### config.mk
export PLATFORM = sky130hd
export DESIGN_NAME = piano_voice_sched
export DESIGN_NICKNAME = d
export VERILOG_FILES = /design/src/rtl/piano_pkg.sv /design/src/rtl/piano_mix_sat.sv /design/src/rtl/piano_voice_sched.sv
export SDC_FILE = /design/constraint.sdc
export NUM_CORES = 1
export LEC_CHECK = 0
export BUFFER_PORTS_ARGS = -buffer_cell sky130_fd_sc_hd__buf_2
export CAP_MARGIN = 5
export CORE_MARGIN = 2
export CORE_UTILIZATION = 50
export DETAILED_ROUTE_END_ITERATION = 8
export PLACE_DENSITY = 0.73
export SYNTH_ARGS = -nofsm -noshare
export SYNTH_HDL_FRONTEND = slang
export SYNTH_SLANG_ARGS = --single-unit
### constraint.sdc
create_clock -name clk -period 3.75 [get_ports clk]
set_input_delay 0.1875 -clock clk [delete_from_list [all_inputs] [get_ports clk]]
set_output_delay 0.1875 -clock clk [all_outputs]
set_load 0.01 [all_outputs]
### src/rtl/piano_pkg.sv
// Shared definitions for the piano voice scheduler: sizing constants,
// FSM state encoding and the per-note phase-increment table.
package piano_pkg;

  localparam int NKEYS      = 8;
  localparam int PHASE_W    = 16;
  localparam int ROM_AW     = 8;
  localparam int SAMPLE_DIV = 256;
  localparam int MIX_SHIFT  = $clog2(NKEYS);
  localparam int ACC_W      = 8 + MIX_SHIFT;
  localparam int IDX_W      = $clog2(NKEYS);
  localparam int DIV_W      = $clog2(SAMPLE_DIV);

  typedef enum logic [1:0] {
    ST_IDLE  = 2'd0,
    ST_SCAN  = 2'd1,
    ST_DRAIN = 2'd2,
    ST_OUT   = 2'd3
  } state_t;

  // Phase increment per audio sample for each key (sets the note pitch).
  function automatic logic [PHASE_W-1:0] note_inc(input logic [IDX_W-1:0] i);
    logic [PHASE_W-1:0] r;
    r = '0;
    case (i)
      3'd0: r = 16'h00B2;
      3'd1: r = 16'h00C8;
      3'd2: r = 16'h00E1;
      3'd3: r = 16'h0100;
      3'd4: r = 16'h0110;
      3'd5: r = 16'h0131;
      3'd6: r = 16'h0155;
      3'd7: r = 16'h0165;
      default: r = '0;
    endcase
    return r;
  endfunction

endpackage

### src/rtl/piano_mix_sat.sv
// Combinational mix stage: folds the wide voice accumulator into one 8-bit
// output sample. Macro PIANO_MIX_SHIFT_EN selects fixed down-scaling by
// clog2(NKEYS); without it the sum saturates at 8'hFF.
module piano_mix_sat
  import piano_pkg::*;
(
  input  logic [ACC_W-1:0] acc,
  output logic [7:0]       mix
);

`ifdef PIANO_MIX_SHIFT_EN
  // Fixed scaling: the top 8 bits of the accumulator, never clips.
  always_comb begin
    mix = acc[MIX_SHIFT +: 8];
  end
`else
  // Saturating: anything above full scale is clamped.
  always_comb begin
    mix = (acc > ACC_W'(255)) ? 8'hFF : acc[7:0];
  end
`endif

endmodule

### src/rtl/piano_voice_sched.sv
// Polyphonic voice scheduler. Once per audio sample period it latches the
// chord, walks every key, issues one shared-ROM read per pressed key,
// sums the returned samples and emits one mixed sample.
// Build option: PIANO_MIX_SHIFT_EN (see piano_mix_sat).
//
// Interface timing: rom_en is a one-cycle read strobe with rom_addr valid in
// the same cycle; rom_data is taken exactly one cycle after the ROM sees
// rom_en high (there is no back-pressure). sample_valid is a one-cycle pulse
// that marks the cycle in which wave first carries the new sample; wave holds
// its value until the next pulse.
module piano_voice_sched
  import piano_pkg::*;
(
  input  logic              clk,
  input  logic              rst,
  input  logic [NKEYS-1:0]  keys,
  output logic              rom_en,
  output logic [ROM_AW-1:0] rom_addr,
  input  logic [7:0]        rom_data,
  output logic [7:0]        wave,
  output logic              sample_valid,
  output logic [NKEYS-1:0]  active,
  output logic              busy,
  output logic [1:0]        dbg_state
);

  state_t             state;
  state_t             state_nxt;
  logic [DIV_W-1:0]   div;
  logic               tick;
  logic [IDX_W-1:0]   idx;
  logic               drain_cnt;
  logic               rd_pend;
  logic [ACC_W-1:0]   acc;
  logic [7:0]         mix_val;
  logic [PHASE_W-1:0] phase [NKEYS];

  assign tick      = (div == DIV_W'(SAMPLE_DIV - 1));
  assign busy      = (state != ST_IDLE);
  assign dbg_state = state;

  piano_mix_sat u_mix (
    .acc (acc),
    .mix (mix_val)
  );

  // State register.
  always_ff @(posedge clk) begin
    if (rst) state <= ST_IDLE;
    else     state <= state_nxt;
  end

  // Next-state logic: IDLE -> SCAN (NKEYS cycles) -> DRAIN (2 cycles) -> OUT.
  always_comb begin
    state_nxt = state;
    case (state)
      ST_IDLE:  if (tick) state_nxt = ST_SCAN;
      ST_SCAN:  if (idx == IDX_W'(NKEYS - 1)) state_nxt = ST_DRAIN;
      ST_DRAIN: if (drain_cnt) state_nxt = ST_OUT;
      ST_OUT:   state_nxt = ST_IDLE;
      default:  state_nxt = ST_IDLE;
    endcase
  end

  // Datapath: sample divider, ROM read issue, phase update, accumulation, output.
  always_ff @(posedge clk) begin
    if (rst) begin
      div          <= '0;
      idx          <= '0;
      drain_cnt    <= 1'b0;
      rd_pend      <= 1'b0;
      acc          <= '0;
      active       <= '0;
      rom_en       <= 1'b0;
      rom_addr     <= '0;
      wave         <= '0;
      sample_valid <= 1'b0;
      for (int i = 0; i < NKEYS; i++) phase[i] <= '0;
    end else begin
      div          <= tick ? '0 : div + 1'b1;
      // rd_pend marks the cycle in which the ROM returns data for a strobe.
      rd_pend      <= rom_en;
      rom_en       <= 1'b0;
      sample_valid <= 1'b0;
      if (rd_pend) acc <= acc + ACC_W'(rom_data);
      case (state)
        ST_IDLE: begin
          if (tick) begin
            active    <= keys;
            idx       <= '0;
            acc       <= '0;
            drain_cnt <= 1'b0;
          end
        end
        ST_SCAN: begin
          idx <= idx + 1'b1;
          if (active[idx]) begin
            rom_en     <= 1'b1;
            rom_addr   <= phase[idx][PHASE_W-1 -: ROM_AW];
            phase[idx] <= phase[idx] + note_inc(idx);
          end else begin
            // A released note restarts from phase 0 on its next press.
            phase[idx] <= '0;
          end
        end
        ST_DRAIN: begin
          drain_cnt <= 1'b1;
        end
        ST_OUT: begin
          wave         <= mix_val;
          sample_valid <= 1'b1;
        end
        default: ;
      endcase
    end
  end

endmodule

==> run metrics <==
Critical Path Start Type register; fin area 0.0103 sq mm; Synth Flop Type edfxtp_1; ys async rst share 0%; Post-synth EDFFs 128; setup tns final 0 ns; overall routed net length 20.3 mm; pre-CTS setup slack 0.137 ns; largest net degree at the start of global routing 54; Post-DP Area 0.00960 sq mm; Final min period 3.56 ns; Netlist Area Pre-Place 0.00904 sq mm; Critical Path RT 3.92 ns; Area Overhead vs Synth 13.9%; relative slew slack 56.9%; GRT Util Overall 22.0%; Vias/cell 5.72; r2r setup slk 0.19 ns; Starting DRT DRC Count 481; Ys Warns 0; drt wl/cell 19.3 microns; fillers 1395; Post-Syn Nets 787; FF-to-FF End phase[0][12]; Chip Width 138 microns; H-Tree Depth 4; via count of the routed design 6001; worst skew pair latency 0.43 ns; Reg2Reg Depth 10; Final setup viols 0; post-route ant nets 0; drt drc 0; Hold WS 0.101 ns; HPWL after detailed placement 13.7 mm; n_diodes 0; Clock transition at path regs 0.07 ns; Synth cell types 80; Max Clock Skew 0.00946 ns; Max Slew Vio Count 0; port buffer count 46; Synth area leader edfxtp_1; first-pass GRT wire length 32.2 mm; Crit Path Max Fanout 8; Pwr Density 451 mW/mm^2; area share of the largest cell type after synthesis 42.5%; CP endpoint phase[0][12]; P_leak 0.00400 uW; total CTS buffers 17; total gr overflow 0; Final Hold Viols 0; register area share after synthesis 56.7%; Row Count 49; Synth area leaders edfxtp_1 43%, dfxtp_1 14%, nor2_1 8.2%; Final Non-Filler Cells 1050; layout cells sized above 1 21.4%; Core Area 0.0178 sq mm; CTS tree yes; Setup CP Type reg -> reg; fin crit share 95.1%; Die H 138 microns; Max-Cap Viols 0; Syn Area/Cell 12.2 sq um; Worst Setup End Kind register; die area 0.0192 sq mm; routability cong. 0.876; Cells after Synth 739; Initial DRT Pass Iterations 5; initial antenna violation count 0; final setup margin 0.186 ns; # clock sinks 192; CTS root buf clkbuf_16; FMAX 0.281 GHz; synthesized flop and latch total 192; vias in the first global route 6064; IO Count 47; Total Nets Final 856; starting density of the core 50.7%; placed insts 1010; Arr. time, crit path 3.73 ns; CTS Buffer Depth 2; status completed; Hold WC Path Type in -> reg; Max VDD drop 0.317 mV; Worst-Margin Slew 0.644 ns
-- repair_timing --
item | CTS | global route
hold buffers | 8 | 0
setup endpoints to repair | 0 | 32
hold endpoints to repair | 8 | 0
gates resized for setup | 0 | 5
buffers inserted | 0 | 0
-- worst max-delay path, stage by stage (launching register included) --
cell	delay, ns
dfxtp_2	0.47
mux4_2	0.53
mux2_2	0.28
ha_1	0.22
fa_1	0.42
a21oi_1	0.25
o221ai_1	0.23
a31oi_2	0.33
nand4b_4	0.22
xor2_4	0.27
nor2_1	0.09
-- logic make-up (layout without fill, tap and decap cells) --
group | count (synthesis) | after routing | synth area share [%]
xor gates and xnor gates | 22 | 22 | 2.80
muxes | 71 | 71 | 12.7
and+or+nand+nor | 307 | 307 | 15.3
AOI/OAI and AO/OA | 67 | 67 | 5.49
DFF | 192 | 192 | 56.7
buffers and inverters | 50 | 132 | 2.69
adders and majority gates | 30 | 30 | 4.32
-- per-layer routing --
metal / up-vias / wire length, microns / GRT usage, %
met2: 227 / 9860 / 36.2
met3: 44 / 1430 / 4.64
li1: 2804 / - / -
met4: 0 / 520 / 8.11
met5: - / 0 / 0
met1: 2926 / 8460 / 29.0
-- worst min path at each step --
| stage | from | end | slack, ns | cells past startpoint |
|---|---|---|---|---|
| after floorplan | keys[0] | active[0] | 0.33 | 2 |
| after global placement | keys[4] | active[4] | 0.42 | 3 |
| after detailed placement | keys[6] | active[6] | 0.43 | 3 |
| after CTS | rst | rom_en | 0.09 | 3 |
| after global routing | rst | rom_en | 0.12 | 3 |
| final | rst | rom_en | 0.10 | 3 |
-- cell type report --
class                   count  area (sq um)  share of cell area, %
inverters                  23          86.3                  0.839
well taps                 229           287                   2.78
clock buffers              21           450                   4.38
repair buffers             77           508                   4.94
flip-flops and latches    192          5130                   49.8
multi-input cells         497          3700                   36.0
clock inverters            11           129                   1.25
-- cells in the final DEF, fill, tap and decap left out, types with 17 or more instances in the layout --
cell       netlist  routed
nand3_1         20      20
dfxtp_1         64      62
buf_4            1      21
nand2_1         27      27
mux2i_1         19      19
buf_2            8      46
inv_1           23      23
ha_1            28      28
edfxtp_1       128     128
nor2_1         197     197
clkbuf_16        0      17
mux4_2          31      31
-- where the power goes --
group	internal [uW]	total [uW]	switching (uW)
clock	1010	1800	790
sequential	2320	2360	36.3
combinational	169	481	312
total	3500	4640	1140
-- registers in the layout (all words and copies together) (netlist names), 2 cells and up, named ones only --
register	flops
acc	11
active	8
dbg_state	2
div	8
idx	3
phase	128
rom_addr	8
wave	8
-- cell usage after synthesis (3+ instances only) --
cell      instances
clkbuf_1         11
ha_1             28
nor3b_1           3
nand3_1          20
mux4_2           31
a211oi_1          3
mux2_1            3
mux2i_1          19
a21oi_1           7
o221ai_1          3
edfxtp_1        128
nand2b_1         13
nand2_1          27
dfxtp_1          64
inv_1            23
buf_6             4
o211ai_1          3
a31oi_1           4
nor2_1          197
a21o_1            4
or4_1             3
buf_2             8
mux2_2           14
xnor2_1           9
o21ai_0          14
xor2_1            8
nor3_1           14
nor2b_1           6
o21bai_1          3
o21a_1            3
-- stage by stage --
step	power (uW)	utilization [%]
after floorplan	2720	-
after global placement	2860	53.8
after detailed placement	2870	53.8
after CTS	4650	57.5
after global routing	4800	57.7
final	4640	57.7
No activity file was read; power rests on OpenSTA's default activity.
